### config.mk
export PLATFORM = sky130hd
export DESIGN_NAME = ebrick_umi_regfile
export DESIGN_NICKNAME = d
export VERILOG_FILES = /design/src/rtl/ebrick_umi_regfile.sv
export SDC_FILE = /design/constraint.sdc
export NUM_CORES = 2
export LEC_CHECK = 0
export ABC_AREA = 1
export ABC_CLOCK_PERIOD_IN_PS = 2300
export CAP_MARGIN = 20
export CORE_UTILIZATION = 58
export CTS_BUF_LIST = sky130_fd_sc_hd__clkbuf_4 sky130_fd_sc_hd__clkbuf_8
export DETAILED_ROUTE_END_ITERATION = 6
export HOLD_SLACK_MARGIN = 0.06
export PLACE_DENSITY = 0.83
export REMOVE_ABC_BUFFERS = 1
export SETUP_SLACK_MARGIN = 0.05
export SLEW_MARGIN = 10
export SYNTH_ARGS = -nofsm -noshare
export SYNTH_HDL_FRONTEND = slang
export SYNTH_SLANG_ARGS = --single-unit
### constraint.sdc
create_clock -name clk -period 2.3 [get_ports clk]
set_input_delay 0.46 -clock clk [delete_from_list [all_inputs] [get_ports clk]]
set_output_delay 0.46 -clock clk [all_outputs]
set_load 0.005 [all_outputs]
### src/rtl/ebrick_umi_regfile.sv
// UMI responder: terminates single-beat read/write/posted requests against a small register file.
// Optional error responses are enabled by defining EBRICK_REGFILE_ERR_RESP_EN.
module ebrick_umi_regfile #(
  parameter int unsigned CW   = 32,
  parameter int unsigned AW   = 64,
  parameter int unsigned DW   = 32,
  parameter int unsigned NREG = 16,
  parameter logic [63:0] BASE = 64'h0,
  parameter logic [31:0] ID   = 32'h0000_EB01
) (
  input  logic          clk,
  input  logic          reset,
  input  logic          udev_valid,
  input  logic [CW-1:0] udev_cmd,
  input  logic [AW-1:0] udev_dstaddr,
  input  logic [AW-1:0] udev_srcaddr,
  input  logic [DW-1:0] udev_data,
  output logic          udev_ready,
  output logic          uhost_valid,
  output logic [CW-1:0] uhost_cmd,
  output logic [AW-1:0] uhost_dstaddr,
  output logic [AW-1:0] uhost_srcaddr,
  output logic [DW-1:0] uhost_data,
  input  logic          uhost_ready
);

  localparam int unsigned BYTES   = DW / 8;
  localparam int unsigned ALIGN_W = $clog2(BYTES);
  localparam int unsigned IDX_W   = $clog2(NREG);
  localparam int unsigned SPAN    = NREG * BYTES;

  localparam logic [4:0] REQ_READ   = 5'h01;
  localparam logic [4:0] REQ_WRITE  = 5'h03;
  localparam logic [4:0] REQ_POSTED = 5'h05;
  localparam logic [4:0] RESP_READ  = 5'h02;
  localparam logic [4:0] RESP_WRITE = 5'h04;

  typedef enum logic {EMPTY, FULL} state_e;

  state_e              state_q, state_d;
  logic [CW-1:0]       cmd_q, cmd_d;
  logic [AW-1:0]       dst_q, dst_d;
  logic [AW-1:0]       src_q, src_d;
  logic [DW-1:0]       data_q, data_d;
  logic [DW-1:0]       regs_q [NREG];
  logic [DW-1:0]       regs_d [NREG];

  logic                accept;
  logic [4:0]          opcode;
  logic [2:0]          size;
  logic [7:0]          len;
  logic [4:0]          hostid;
  logic                borrow;
  logic [AW-1:0]       off;
  logic                in_range;
  logic                supported;
  logic                ok;
  logic [IDX_W-1:0]    idx;
  logic                is_rd, is_wr, is_po;
  logic                wr_en;
  logic                resp_en;
  logic [4:0]          resp_op;
  logic [1:0]          resp_err;
  logic [DW-1:0]       resp_data;
  logic [CW-1:0]       resp_cmd;
  logic                unused_cmd;

  assign udev_ready    = (state_q == EMPTY) | uhost_ready;
  assign accept        = udev_valid & udev_ready;
  assign uhost_valid   = (state_q == FULL);
  assign uhost_cmd     = cmd_q;
  assign uhost_dstaddr = dst_q;
  assign uhost_srcaddr = src_q;
  assign uhost_data    = data_q;
  assign unused_cmd    = ^udev_cmd[26:16];

  // Request decode and response formation
  always_comb begin
    opcode         = udev_cmd[4:0];
    size           = udev_cmd[7:5];
    len            = udev_cmd[15:8];
    hostid         = udev_cmd[31:27];
    {borrow, off}  = {1'b0, udev_dstaddr} - {1'b0, AW'(BASE)};
    in_range       = !borrow && (off < AW'(SPAN)) && (off[ALIGN_W-1:0] == '0);
    supported      = (size == 3'(ALIGN_W)) && (len == 8'd0);
    ok             = in_range && supported;
    idx            = off[ALIGN_W +: IDX_W];
    is_rd          = (opcode == REQ_READ);
    is_wr          = (opcode == REQ_WRITE);
    is_po          = (opcode == REQ_POSTED);
    wr_en          = (is_wr || is_po) && ok && (idx != '0);

    resp_en        = is_rd || is_wr;
    resp_op        = is_rd ? RESP_READ : RESP_WRITE;
    resp_err       = 2'b00;
    resp_data      = '0;
    if (is_rd && ok) begin
      resp_data = (idx == '0) ? DW'(ID) : regs_q[idx];
    end
`ifdef EBRICK_REGFILE_ERR_RESP_EN
    if ((is_rd && !ok) || (is_wr && !wr_en)) begin
      resp_err = 2'b10;
    end
    if (!is_rd && !is_wr && !is_po) begin
      resp_en  = 1'b1;
      resp_op  = RESP_WRITE;
      resp_err = 2'b11;
    end
`endif

    resp_cmd        = '0;
    resp_cmd[4:0]   = resp_op;
    resp_cmd[7:5]   = size;
    resp_cmd[15:8]  = len;
    resp_cmd[22]    = 1'b1;
    resp_cmd[26:25] = resp_err;
    resp_cmd[31:27] = hostid;
  end

  // Register file update and one-entry output stage next state
  always_comb begin
    regs_d  = regs_q;
    state_d = state_q;
    cmd_d   = cmd_q;
    dst_d   = dst_q;
    src_d   = src_q;
    data_d  = data_q;
    if (accept && wr_en) begin
      regs_d[idx] = udev_data;
    end
    if (accept && resp_en) begin
      state_d = FULL;
      cmd_d   = resp_cmd;
      dst_d   = udev_srcaddr;
      src_d   = udev_dstaddr;
      data_d  = resp_data;
    end else if (uhost_ready) begin
      state_d = EMPTY;
    end
  end

  always_ff @(posedge clk) begin
    if (reset) begin
      state_q <= EMPTY;
      cmd_q   <= '0;
      dst_q   <= '0;
      src_q   <= '0;
      data_q  <= '0;
      for (int i = 0; i < int'(NREG); i++) begin
        regs_q[i] <= '0;
      end
    end else begin
      state_q <= state_d;
      cmd_q   <= cmd_d;
      dst_q   <= dst_d;
      src_q   <= src_d;
      data_q  <= data_d;
      regs_q  <= regs_d;
    end
  end

endmodule

==> key figures <==
Run status
  • Status: finished, final reports clean

Setup path
  • Critical Path Source Type: flip-flop
  • CP cell instances: clkdlybuf4s50_1
  • WP data arrival: 1.70 ns
  • WP buf/inv: 1
  • CP Capture Type: output pin
  • Worst path depth: 1
  • Critical Path Fanout Max: 2
  • CP top delay family: buffers and inverters
  • WS Path Type: reg -> out
  • Slowest CP cell: clkdlybuf4s50_1
  • Required time of the critical path: 1.84 ns
  • Crit-path max cell delay: 0.64 ns
  • Register-to-Register Path Depth: 8

Route
  • # DRC: 0
  • Drt first pass iters: 6
  • Routed via count: ~34000
  • Routed WL per cell: 17.3 um
  • Final wirelength: between 100000 and 150000 um
  • Vias per std cell: 5.33
  • DRT antenna net count: 0
  • 1st-iter DRT viols: ~3700

Die
  • DIE WIDTH: 238 um
  • DIE AREA: 0.0566 mm^2
  • Initial Util: 0.586
  • # IOs: just under 400
  • Die height: 238 um
  • Row count: between 80 and 90
  • Core footprint: 0.0551 mm^2

Global route
  • Number of global-route vias before repair: about 32000
  • Initial antenna violation count: 5
  • First-pass GRT wire length: 172000 um
  • Gr usage total: 0.384
  • Total grt overflow: 0
  • Largest net degree at the start of global routing: approximately 110

Cells and area
  • NumNets Final: ~5800
  • Area of the multi-input gates: 0.0148 mm^2
  • Filler cells: 4461
  • Share of layout cells above drive strength 1: 0.0820
  • Register area: 0.0137 mm^2
  • Synthesis-to-layout area growth: 25.7%
  • Design Area, Final: 0.0406 mm^2

Timing
  • Final hold vios: 0
  • Slew HR: 0.410
  • Peak Freq: 463 MHz
  • Worst Tran Pin Value: 0.885 ns
  • Clock skew: 0.0345 ns
  • Tcrit/Tclk final: 0.939
  • Final Slew Violations: 0
  • RSZ-0062 raised after global routing: false
  • Final Critical Period: 2.16 ns
  • Setup TNS: 0 ns
  • # setup viols final: 0

Pwr
  • Clk pwr share: 0.458
  • Worst VDD drop: 0.000538 V
  • Share of power burned in registers: 0.473
  • Pint: around 19 mW
  • Leakage power: 19.4 nW
  • P per Cell Area: 623 mW/mm^2
  • Net load switching power: 6.09 mW
  • Net Sw Frac: 0.241
  • Logic gate share of total power: 0.069

Synthesis
  • Yosys warns: 0
  • Distinct cells, synth: 22
  • Post-synth EDFFs: 0
  • Synth Flop Type: dfxtp_1
  • #FFs+latches synth: ~690
  • Syn_area_per_cell: 6.17 um^2
  • Async S/R FF share, synth: 0
  • Post-Syn Instances: roughly 5200
  • Sequential share of the synthesized area: 0.425
  • Synth Cell Area: 0.0323 mm^2

Clock network
  • CTS tree: built
  • Htree depth: 3
  • # clock sinks: roughly 700
  • Post-CTS sizing: 0
  • Maximum clock insertion buffer count: 3
  • CTS root buf: clkbuf_8
  • Cts bufs inserted: ~110
  • Setup Fix Bufs, Post-CTS: 0
  • Clk Latency, worst-skew pair: 0.73 ns
  • Clock slew at reported path FFs: 0.06 ns
  • CTS Hold Buffers Added: 0

Min path
  • Hold Path Cell Cnt: 4
  • Min-delay worst type: in -> reg

Placed design
  • Post-DP HPWL: 69100 um
  • GP Congestion: roughly 0.96
  • PortBufs: 365
  • Placed cell area: about 0.038 mm^2

Flow run
  • Max-Cap Viols: 0
-- path summary, 6_finish.rpt --
check	from	end	slack (ns)
hold reg to reg	regs_q[503]	regs_q[503]	0.43
hold / removal	reset	regs_q[234]	0.19
setup reg to reg	uhost_valid	regs_q[358]	0.25
setup / recovery	uhost_dstaddr[53]	uhost_dstaddr[53]	0.14
-- placed cells by master, fill, tap and decap left out, types with 17 or more instances in the layout --
cell type,n
buf_4,183
nor2_1,942
nand3_1,27
dfxtp_1,685
clkbuf_8,144
buf_12,69
nand4_1,17
a22oi_1,28
o21ai_0,279
a21oi_1,128
clkdlybuf4s50_1,362
nor3_1,481
nand2_1,1636
inv_1,601
clkbuf_4,34
-- synth_stat cells (7+ instances only) --
| library cell | n | share of area |
|---|---|---|
| nand4_1 | 17 | 0.0033 |
| a21oi_1 | 128 | 0.020 |
| nand2_1 | 1637 | 0.19 |
| inv_1 | 602 | 0.070 |
| buf_2 | 81 | 0.013 |
| nor3_1 | 481 | 0.075 |
| buf_1 | 15 | 0.0017 |
| buf_4 | 13 | 0.0030 |
| o211ai_1 | 7 | 0.0016 |
| a22oi_1 | 28 | 0.0065 |
| clkbuf_1 | 277 | 0.032 |
| o21ai_0 | 279 | 0.043 |
| nor2_1 | 947 | 0.11 |
| nand3_1 | 27 | 0.0042 |
| dfxtp_1 | 685 | 0.42 |
-- flip-flops by register name (all words and copies together) (netlist names) --
signal         count
uhost_srcaddr     64
uhost_cmd         19
regs_q           505
uhost_dstaddr     64
uhost_data        32
uhost_valid        1
-- metal layers --
layer | wire length, um | global-route usage | up-vias
li1 | - | - | 16600
met1 | 43100 | 0.475 | 15300
met2 | 50200 | 0.622 | 1886
met3 | 11700 | 0.0722 | 392
met4 | 6300 | 0.233 | 2
met5 | 13 | 0 | -
-- kinds of logic (layout without fill, tap and decap cells) --
group	count (synthesis)	count (layout)	synth area share
AND/OR/NAND/NOR	3113	3113	0.383
buffers and inverters	990	1419	0.120
flip-flops	685	685	0.425
AO/OA/AOI/OAI	443	443	0.0715
other	1	17	0.000116
XOR/XNOR	1	1	0.000271
-- area by class of cell --
| cell class | count | area share |
|---|---|---|
| tap | 748 | 0.0231 |
| inverter | 604 | 0.0562 |
| clock inverter | 21 | 0.00540 |
| multi-input combinational | 3570 | 0.364 |
| antenna | 4 | 0.000247 |
| clock buffer | 178 | 0.0551 |
| timing repair buffer | 616 | 0.158 |
| sequential | 685 | 0.338 |
-- stage by stage --
| stage | power [mW] | utilization | hold WS [ns] | std cells | setup WS, ns |
|---|---|---|---|---|---|
| 3_5_place_dp | 13.9 | 0.692 | 0.416 | 6223 | -0.351 |
| 3_3_place_gp | 13.9 | 0.692 | 0.413 | 6223 | -0.298 |
| 5_1_grt | 25.9 | 0.737 | 0.219 | 6426 | 0.0862 |
| 2_1_floorplan | 12.6 | - | 0.405 | 4859 | -11.04 |
| 6_report | 25.3 | 0.737 | 0.194 | 6426 | 0.140 |
| 4_1_cts | 25.3 | 0.736 | 0.167 | 6422 | 0.126 |
-- power groups by stage --
| stage | registers, mW | logic [mW] | clock network, mW |
|---|---|---|---|
| floorplan | 12.2 | 0.384 | 0 |
| global placement | 12.2 | 1.69 | 0 |
| detailed placement | 12.2 | 1.69 | 0 |
| CTS | 11.9 | 1.70 | 11.6 |
| global route | 11.9 | 1.81 | 12.2 |
| finish | 11.9 | 1.75 | 11.6 |
No activity file was read; power rests on OpenSTA's default activity.
